$ cat config.mk
export PLATFORM = sky130hd
export DESIGN_NAME = dynamic_input_route_buffer_para
export DESIGN_NICKNAME = d
export VERILOG_FILES = /design/src/rtl/dynamic_input_route_buffer_para.sv
export SDC_FILE = /design/constraint.sdc
export NUM_CORES = 1
export LEC_CHECK = 0
export BUFFER_PORTS_ARGS = -buffer_cell sky130_fd_sc_hd__buf_2
export CELL_PAD_IN_SITES_DETAIL_PLACEMENT = 0
export CELL_PAD_IN_SITES_GLOBAL_PLACEMENT = 1
export CORE_ASPECT_RATIO = 0.8
export CORE_MARGIN = 2
export CORE_UTILIZATION = 45
export DETAILED_ROUTE_END_ITERATION = 10
export HOLD_SLACK_MARGIN = 0.15
export PLACE_DENSITY_LB_ADDON = 0.25
export SETUP_SLACK_MARGIN = 0.1
export SYNTH_ARGS = -nofsm -noshare
export SYNTH_HDL_FRONTEND = slang
export SYNTH_SLANG_ARGS = --single-unit
$ cat constraint.sdc
create_clock -name clk -period 4.7 [get_ports clk]
set_input_delay 0.235 -clock clk [delete_from_list [all_inputs] [get_ports clk]]
set_output_delay 0.235 -clock clk [all_outputs]
set_load 0.02 [all_outputs]
$ cat src/rtl/dynamic_input_route_buffer_para.sv
// rtl/dynamic_input_route_buffer_para.sv - credit-based input FIFO that routes packets to two dynamic outputs
// Define DYNAMIC_INPUT_OVERFLOW_CHECK_EN to enable the sticky credit-violation flag on overflow_err_out.
`ifndef DATA_WIDTH
`define DATA_WIDTH 64
`endif
`ifndef CHIP_ID_WIDTH
`define CHIP_ID_WIDTH 14
`endif
`ifndef XY_WIDTH
`define XY_WIDTH 8
`endif
`ifndef PAYLOAD_LEN
`define PAYLOAD_LEN 8
`endif

module dynamic_input_route_buffer_para #(
   parameter int BUFFER_DEPTH = 4,
   parameter int PTR_WIDTH    = 2
) (
   input  logic                      clk,
   input  logic                      reset,
   input  logic [`DATA_WIDTH-1:0]    data_in,
   input  logic                      valid_in,
   input  logic [`CHIP_ID_WIDTH-1:0] my_chip_id_in,
   input  logic [`XY_WIDTH-1:0]      my_loc_x_in,
   input  logic [`XY_WIDTH-1:0]      my_loc_y_in,
   input  logic                      thanks_0_in,
   input  logic                      thanks_1_in,
   output logic [`DATA_WIDTH-1:0]    data_out,
   output logic                      valid_out,
   output logic                      route_req_0_out,
   output logic                      route_req_1_out,
   output logic                      tail_out,
   output logic                      yummy_out,
   output logic                      overflow_err_out
);
   localparam int DW     = `DATA_WIDTH;
   localparam int CID    = `CHIP_ID_WIDTH;
   localparam int XYW    = `XY_WIDTH;
   localparam int PL     = `PAYLOAD_LEN;
   localparam int LEN_HI = DW - CID - 2*XYW - 4;
   localparam int LEN_LO = DW - CID - 2*XYW - 3 - PL;

   typedef enum logic {HDR, BODY} state_t;

   logic [DW-1:0]        mem_q [BUFFER_DEPTH];
   logic [PTR_WIDTH-1:0] wr_ptr_q, wr_ptr_d, rd_ptr_q, rd_ptr_d;
   logic [PTR_WIDTH:0]   count_q, count_d;
   state_t               state_q, state_d;
   logic [PL-1:0]        remaining_q, remaining_d;
   logic                 route_q, route_d;
   logic                 yummy_q;
   logic                 push, pop, full, route_hdr, sel_route;
   logic [PL-1:0]        hdr_len;

   assign full      = (count_q == (PTR_WIDTH+1)'(BUFFER_DEPTH));
   assign push      = valid_in & ~full;
   assign hdr_len   = data_out[LEN_HI:LEN_LO];
   assign route_hdr = (data_out[DW-1 -: CID] == my_chip_id_in) &&
                      (data_out[DW-CID-1 -: XYW] == my_loc_x_in) &&
                      (data_out[DW-CID-XYW-1 -: XYW] == my_loc_y_in);
   assign yummy_out = yummy_q;

   always_ff @(posedge clk) begin
      if (push) mem_q[wr_ptr_q] <= data_in;
   end

   always_ff @(posedge clk) begin
      if (reset) begin
         wr_ptr_q    <= '0;
         rd_ptr_q    <= '0;
         count_q     <= '0;
         state_q     <= HDR;
         remaining_q <= '0;
         route_q     <= 1'b0;
         yummy_q     <= 1'b0;
      end else begin
         wr_ptr_q    <= wr_ptr_d;
         rd_ptr_q    <= rd_ptr_d;
         count_q     <= count_d;
         state_q     <= state_d;
         remaining_q <= remaining_d;
         route_q     <= route_d;
         yummy_q     <= pop;
      end
   end

   always_comb begin
      wr_ptr_d    = push ? wr_ptr_q + PTR_WIDTH'(1) : wr_ptr_q;
      rd_ptr_d    = pop  ? rd_ptr_q + PTR_WIDTH'(1) : rd_ptr_q;
      count_d     = count_q;
      if (push && !pop) count_d = count_q + (PTR_WIDTH+1)'(1);
      if (!push && pop) count_d = count_q - (PTR_WIDTH+1)'(1);
      state_d     = state_q;
      remaining_d = remaining_q;
      route_d     = route_q;
      if (pop) begin
         if (state_q == HDR) begin
            if (hdr_len != '0) begin
               route_d     = route_hdr;
               remaining_d = hdr_len;
               state_d     = BODY;
            end
         end else begin
            remaining_d = remaining_q - PL'(1);
            if (remaining_q == PL'(1)) state_d = HDR;
         end
      end
   end

   // Both thanks in one cycle still pop once: only the owning output's thanks is looked at.
   always_comb begin
      data_out        = mem_q[rd_ptr_q];
      valid_out       = (count_q != '0);
      sel_route       = (state_q == HDR) ? route_hdr : route_q;
      route_req_0_out = valid_out & ~sel_route;
      route_req_1_out = valid_out & sel_route;
      tail_out        = valid_out & ((state_q == HDR) ? (hdr_len == '0) : (remaining_q == PL'(1)));
      pop             = valid_out & (sel_route ? thanks_1_in : thanks_0_in);
   end

`ifdef DYNAMIC_INPUT_OVERFLOW_CHECK_EN
   logic overflow_q;
   always_ff @(posedge clk) begin
      if (reset)                overflow_q <= 1'b0;
      else if (valid_in & full) overflow_q <= 1'b1;
   end
   assign overflow_err_out = overflow_q;
`else
   assign overflow_err_out = 1'b0;
`endif

endmodule

# Word level (Yosys, flattened, before mapping)
# Memory sizes are Yosys's and may differ from the RTL's. A register that Yosys moved wholly into a read port is not among the register bits.
# Index checks and enable logic that the tools add are counted.
# Widths: inputs -> output; s select.
totals:
  regBits: 18
  ram_bits: 256
  input_bits: 99
  output_inout_bits: 70
  elab_cells: 53
  memories: 1
op_classes:
  addsub: 5
  eq_ne: 5
  mux: 14
  n_bitwise: 8
  n_reduce_logical: 13
memory_table:
  columns: ["name", "depth", "width", "read_ports", "rd_ports_with_merged_regs", "write_ports", "line", "rtl"]
  rows:
  - ["mem_q", 4, 64, 1, 1, 1, "46", "logic [DW-1:0] mem_q [BUFFER_DEPTH];"]
op_table:
  columns: ["cell", "n"]
  rows:
  - ["$eq 8x8->1", 2]
  - ["$mux 8", 2]
  - ["$eq 14x14->1", 1]
  - ["$eq 8x1->1 const B", 1]
  - ["$logic_not 8->1", 1]
  - ["$mux 1", 8]
  - ["$reduce_bool 8->1", 1]
  - ["$sub 8x1->8 const B", 1]
  - ["$mux 3", 2]
  - ["$and 1x1->1", 5]
  - ["$add 2x1->2 const B", 2]
  - ["$logic_and 1x1->1", 4]
  - ["$mux 2", 2]
  - ["$reduce_bool 2->1", 2]
  - ["$add 3x1->3 const B", 1]
  - ["$eq 3x3->1 const B", 1]
  - ["$not 1->1", 3]
  - ["$reduce_and 3->1", 1]
  - ["$reduce_bool 3->1", 1]
  - ["$sub 3x1->3 const B", 1]
  - ["$logic_not 1->1", 2]
  - ["$reduce_and 2->1", 1]

# Logic depth before layout (Yosys ltp)
# Gate-level depths: netlist of the first run.
depth:
  ltp_word: 10
  mapped_depth: 14

# Worst setup path before layout of the first run
# No wires, ideal clock.
synth_path:
  path_type: "register -> register"
  start: "register (tool-made name)"
  end: "register count_q[2]"
  arrival_ns: 3.509
  slack_ns: 1.121
  path_stages_with_launch: 15
  path_buffers: 2
  synth_period_minus_slack_ns: 3.579
  cell_sequence: "dfxtp_1 > buf_6 > buf_12 > mux4_2 > xnor2_1 > nand4_1 > nor4_4 > a31oi_4 > mux2i_4 > ha_1 > inv_1 > fa_1 > xor2_1 > or3_1 > a21oi_1"
synth_rtl:
  columns: ["element", "line", "rtl"]
  rows:
  - ["end signal: assignment", "80", "count_q <= count_d;"]
  - ["end: declaration", "48", "logic [PTR_WIDTH:0] count_q, count_d;"]

==> results of run 1 <==
==> cell type report <==
type / count / area [µm²]
fillers: 1809 / 9830
repair buffers: 236 / 1530
clock inverters: 21 / 282
flip-flops and latches: 276 / 8100
multi-input cells: 208 / 2530
clock buffers: 33 / 741
inverters: 16 / 60.1
diodes: 2 / 5.00
well taps: 312 / 390
==> cell usage in the layout, fill, tap and decap left out, types with 8 or more instances in the layout <==
| cell type | netlist | layout |
|---|---|---|
| nand2_1 | 12 | 12 |
| dfxtp_1 | 20 | 18 |
| inv_1 | 16 | 16 |
| mux4_2 | 64 | 64 |
| clkbuf_16 | 0 | 29 |
| buf_2 | 5 | 167 |
| dlygate4sd3_1 | 0 | 65 |
| xnor2_1 | 31 | 31 |
| a21oi_1 | 8 | 8 |
| edfxtp_1 | 256 | 256 |
| nor2_1 | 19 | 19 |
==> flip-flops by register name, indices dropped and copies added, names as in the netlist, named ones only <==
name / cells
route_q: 1
state_q: 1
yummy_out: 1
wr_ptr_q: 2
mem_q: 256
count_q: 3
remaining_q: 8
rd_ptr_q: 2
==> worst max-delay path, cell delays in order, from the launching register on <==
cell and delay, ns:
dfxtp_4 0.54, buf_12 0.28, mux4_2 0.55, xnor2_1 0.16
nand4_1 0.22, nor4_4 0.36, a31oi_4 0.21, mux2i_4 0.34
ha_1 0.25, inv_1 0.06, fa_1 0.37, xor2_1 0.16
or3_1 0.31, a21oi_1 0.14
==> layer usage <==
layer	up-vias	track usage, %
met1	2879	23.2
li1	2612	-
met5	-	0
met4	4	4.61
met3	44	4.67
met2	162	29.7
==> path summary, 6_finish.rpt <==
check / startpoint / end / cells after the start
worst min-delay path: valid_in / wr_ptr_q[0] / 5
worst max-delay path: register / count_q[2] / 13
worst min register to register: route_q / route_q / 2
worst max register to register: register / count_q[2] / 13
==> report_power, final <==
part	switching (mW)	total (mW)	internal [mW]
sequential	0.138	3.13	3.00
combinational	1.27	2.20	0.931
clock	0.945	2.42	1.47
total	2.36	7.76	5.40
==> what timing repair did <==
action,CTS,global route
setup buffers,0,0
endpoints found under the hold margin,268,0
hold buffers,65,0
==> logic make-up after synthesis <==
family | Yosys count | share of synthesized area [%]
adder cells (fa/ha/maj) | 8 | 0.997
AND/OR/NAND/NOR | 66 | 3.37
other | 1 | 0.0347
multiplexers | 69 | 14.0
buffers and inverters | 36 | 1.74
flip-flops | 276 | 74.9
AO/OA/AOI/OAI | 30 | 2.07
XOR/XNOR | 34 | 2.83
==> through the flow <==
stage               setup WS [ns]  instance area [µm²]  util [%]
finish                      0.674                13600      58.1
global route                0.368                13600      58.1
CTS                         0.619                13600      58.1
detailed placement          0.642                12000      51.0
global placement            0.721                12000      51.0
floorplan                    1.12                10800         -
==> summary.txt, run 1 <==
CTS
  – TritonCTS clock tree: yes
  – Clock Path Buffers: 3
  – CTS H-tree lvls: 1
  – Sink Count: about 280
  – Reg clk slew, reported paths: 0.06 ns
  – Clock root buffer: clkbuf_16
  – Clock Latency Late Sink: 0.56 ns
  – Total CTS buffers: 29
  – Post-CTS Resized: 0

Drt
  – Met1 WL: 9570 µm
  – WL met3: between 1000 and 1500 µm
  – Met2 wire len: 10800 µm
  – First DRT Iteration DRCs: 285
  – DR vias: roughly 5700
  – Post-Route WL: between 20000 and 25000 µm
  – DRT Pass-1 Iters: 4
  – Per-cell routed wire length: just over 20 µm
  – Top Metal Used: met5
  – Remaining DRCs: 0
  – Vias/cell: 5.16
  – Post-route ant nets: 0

Global routing
  – Total Routing Usage GR: between 10% and 20%
  – Antenna violations before repair: 4
  – First-pass GRT wire length: 33900 µm
  – Overflow after GRT: 0
  – Largest net degree at the start of global routing: 65
  – Vias in the first global route: 5989

Place
  – Global placement routability congestion: roughly 0.8
  – DP Wirelength: 13400 µm
  – Port Buf Inserts: 167
  – Cells after DPL: 983

Power and ir drop
  – Leakage power: 4.72 nW
  – Peak VDD IR: 0.343 mV
  – Power density cells: 569 mW/mm²
  – Total Power: just under 8 mW

Yosys
  – Synthesized cell area: 0.0108 mm²
  – Syn_nets: 627
  – Top FF cell, synth: edfxtp_1
  – Post-synthesis cell type count: 46
  – Cell accounting for the most synthesized area: edfxtp_1
  – Mapped Avg Cell Area: 20.8 µm²
  – Sequential element share of the synthesized area: about three quarters
  – Syn Inst Count: 520
  – Main area contributors after synthesis: edfxtp_1, mux4_2, dfxtp_1, xnor2_1, ha_1
  – Synth Warn #: 0
  – Synth cell count leaders: edfxtp_1, mux4_2, xnor2_1
  – Number of flops mapped to enable cells by yosys: 256
  – Flops & latches, synth: 276
  – Yosys top cell area share: 71.2%
  – Post-synth ARST share: 0%
  – Cell with the most instances after synthesis: edfxtp_1

Status
  – Status: finished, final reports clean

Layout
  – Nets: between 800 and 900
  – Fraction of layout cells with a size suffix above 1: a little under two fifths
  – Finished Layout Cells: between 1000 and 1500
  – Area Overhead vs Synth: 26.3%

STA
  – Final slew viol count: 0
  – Worst hold slack: 0.198 ns
  – Final number of hold-violating endpoints: 0
  – RSZ-0062 raised after global routing: no
  – Worst slew pin tran: between 1 and 1.5 ns
  – Post-Route Setup TNS: 0 ns
  – Clk_skew: roughly 0.018 ns
  – Final setup fails: 0
  – Slew HR: 29.1%
  – Tcrit/Tclk final: 85.7%
  – Maximum clock rate: 248 MHz
  – Min cycle time layout: 4.03 ns

Die
  – I/O pins: 169
  – Die Ht: 143 µm
  – Die ar.: approximately 0.025 mm²
  – Core area: roughly 0.023 mm²
  – Starting Density: 46.0%
  – Die width: 177 µm
  – Site row count: 50

Critical path
  – Reg2reg setup slack: approximately 0.67 ns
  – Worst endpoint data arrival time: 4.50 ns
  – Critical path class: reg2reg
  – Worst setup SP type: register
  – Required @ worst endpoint: 5.17 ns
  – CP endpoint kind: register
  – Crit-path max FO: 25

Min path
  – Worst Hold Class: in2reg

Run
  – Max-Cap Viols: 0
No activity file was read; power rests on OpenSTA's default activity.
==> run 2: changes to the inputs <==
--- a/config.mk
+++ b/config.mk
@@ -12,6 +12,7 @@
 export CORE_MARGIN = 2
 export CORE_UTILIZATION = 45
 export DETAILED_ROUTE_END_ITERATION = 10
+export GPL_TIMING_DRIVEN = 0
 export HOLD_SLACK_MARGIN = 0.15
 export PLACE_DENSITY_LB_ADDON = 0.25
 export SETUP_SLACK_MARGIN = 0.1
==> run 2 against run 1 <==
  * First-iteration DRC count rose by 46%
  * Hold slack worse by 0.0037 ns
  * Global-route usage decreased by 0.18 points
  * Core utilization grew 0.14 points
  * Total power decreased by 2.4%
  * Combinational power is 6% higher
  * Flip-flop and latch count is the same
  * Routed wire length decreased by 1.7%
  * Die area unchanged
  * Highest routed layer is now met4
  * Critical path depth is 2 higher
  * Non-clock buffer count is 21 higher
==> summary.txt, run 2 (synthesis results as in run 1) <==
Power and ir drop
  – Peak VDD IR: around 0.34 mV
  – Total Power: 7.57 mW
  – Power density cells: around 550 mW/mm²
  – Sw frac: 30.5%
  – Combinational Power Share: 30.8%
  – P_sw: about 2.3 mW
  – Internal power: 5.26 mW
  – Sequential Power Share: 40.6%
  – Leakage power: 4.76 nW
  – Clk pwr share: 28.6%

Critical path
  – Crit path top cell by count: buf_4
  – Cell chain of the critical path: buf_6, buf_4, mux4_2, xnor2_2, nand4_1, nor4_4, buf_4, a31oi_4, mux2i_4, ha_1, inv_1, fa_1, xor2_1, or3_1, a21oi_1
  – Crit-path max FO: 10
  – CP max stage delay: 0.57 ns
  – Slowest CP cell: mux4_2
  – Required @ worst endpoint: a little over 5 ns
  – Worst setup SP type: register
  – Worst r2r dst: count_q[2]
  – Critical path class: reg2reg
  – CP endpoint kind: register
  – Reg2reg setup slack: just over 0.5 ns
  – Worst endpoint data arrival time: 4.64 ns
  – R2r worst-path depth: 15

CTS
  – TritonCTS clock tree: yes
  – Clock Path Buffers: 3
  – Total CTS buffers: 28
  – Sink Count: around 280
  – Reg clk slew, reported paths: 0.06 ns
  – Clock Latency Late Sink: 0.53 ns
  – Clock root buffer: clkbuf_16
  – CTS H-tree lvls: 1

STA
  – Final number of hold-violating endpoints: 0
  – Slew HR: 41.3%
  – Maximum clock rate: 239 MHz
  – Clk_skew: 0.0159 ns
  – Final setup fails: 0
  – Final slew viol count: 0
  – Post-Route Setup TNS: 0 ns
  – Min cycle time layout: 4.19 ns
  – Tcrit/Tclk final: just under 90%
  – RSZ-0062 raised after global routing: no
  – Worst slew pin tran: 0.881 ns

Drt
  – Vias/cell: 5.20
  – Per-cell routed wire length: a little under 20 µm
  – Remaining DRCs: 0
  – First DRT Iteration DRCs: 417
  – DR vias: 5809
  – Post-route ant nets: 0
  – DRT Pass-1 Iters: 4
  – Post-Route WL: 21900 µm

Layout
  – # fillers: 1792
  – Commonest cells after routing, fill and taps aside: edfxtp_1, buf_2, mux4_2, dlygate4sd3_1, xnor2_1
  – Reg with most FFs: mem_q
  – Post-route cell area: 0.0137 mm²
  – Commonest non-fill, non-tap cell in the layout: edfxtp_1
  – Finished Layout Cells: between 1000 and 1500
  – ANT cells: 0
  – Max FFs per register: between 200 and 300
  – Fraction of layout cells with a size suffix above 1: 37.5%
  – Nets: approximately 900
  – Layout Utilization: about three fifths
  – Largest regs: mem_q x256, remaining_q x8, count_q x3
  – Area Overhead vs Synth: 26.6%

Place
  – Global placement routability congestion: around 0.79
  – Area post-placement: 0.0121 mm²
  – DP Wirelength: 14300 µm
  – Port Buf Inserts: roughly 170
  – Cells after DPL: around 1000

Global routing
  – Antenna violations before repair: 0
  – Overflow after GRT: 0
  – Total Routing Usage GR: 17.6%
  – Vias in the first global route: 6191
  – Largest net degree at the start of global routing: 34
  – First-pass GRT wire length: roughly 34000 µm

Die
  – Starting Density: a little under half
  – I/O pins: 169
  – Core area: 0.0235 mm²
  – Site row count: 50
  – Die Ht: 143 µm
  – Die ar.: 0.0253 mm²
  – Die width: roughly 180 µm

Min path
  – Worst Hold End: route_q
  – Cell depth of the worst hold path: 2
  – Source of the worst hold timing path: reset
  – Worst Hold Class: in2reg

Run
  – Max-Cap Viols: 0

Status
  – Status: finished, final reports clean
-- run 2: layout make-up --
class / instances / area [µm²] / share of cell area, %
sequential: 276 / 8090 / 59.2
multi-input combinational: 208 / 2540 / 18.6
timing repair buffer: 237 / 1570 / 11.5
clock buffer: 35 / 748 / 5.47
tap: 312 / 390 / 2.86
clock inverter: 14 / 140 / 1.03
buffer: 20 / 128 / 0.934
inverter: 16 / 60.1 / 0.439
-- run 2: power groups by stage --
stage          Combinational, mW  Sequential [mW]  Clock (mW)
3_5_place_dp                2.31             3.13           0
6_report                    2.33             3.07        2.16
5_1_grt                     2.53             3.10        2.29
2_1_floorplan               1.62             3.11           0
3_3_place_gp                2.25             3.13           0
4_1_cts                     2.37             3.08        2.20
-- run 2: worst max-delay path by stage --
stage,slack [ns],endpoint,depth (start not counted)
global route,0.25,count_q[2],15
finish,0.51,count_q[2],15
detailed placement,0.17,count_q[2],14
global placement,0.28,count_q[2],14
floorplan,1.12,count_q[2],14
CTS,0.13,count_q[2],14
-- run 2: per-stage QoR --
step	worst slack, ns	hold WS (ns)
after CTS	0.134	0.173
after detailed placement	0.166	0.453
after global placement	0.282	0.443
after global routing	0.255	0.199
after floorplan	1.12	0.334
final	0.512	0.194
-- run 2: critical path, delay by kind of cell, from the launching register on --
| kind | cells | cell delay (ns) |
|---|---|---|
| AO/OA/AOI/OAI | 2 | 0.30 |
| XOR/XNOR | 2 | 0.42 |
| adder cells (fa/ha/maj) | 2 | 0.59 |
| buffers and inverters | 4 | 0.70 |
| flip-flops | 1 | 0.32 |
| multiplexers | 2 | 0.80 |
| AND/OR/NAND/NOR | 3 | 0.96 |
-- run 2: layer usage --
layer  vias to the layer above  share of wire [%]  wire length [µm]  GRT usage (%)
li1                       2639                  -                 -              -
met2                       161                 49             10700           29.0
met4                         0                1.8               391           4.44
met3                        32                5.1              1130           3.71
met5                         -                  0                 0              0
met1                      2977                 44              9680           24.0
-- run 2: repair_timing --
item / 4_1_cts / 5_1_grt
hold buffers: 64 / 0
hold endpoints to repair: 256 / 0
setup buffers: 0 / 3
endpoints found under the setup margin: 0 / 2
gates resized for setup: 0 / 1
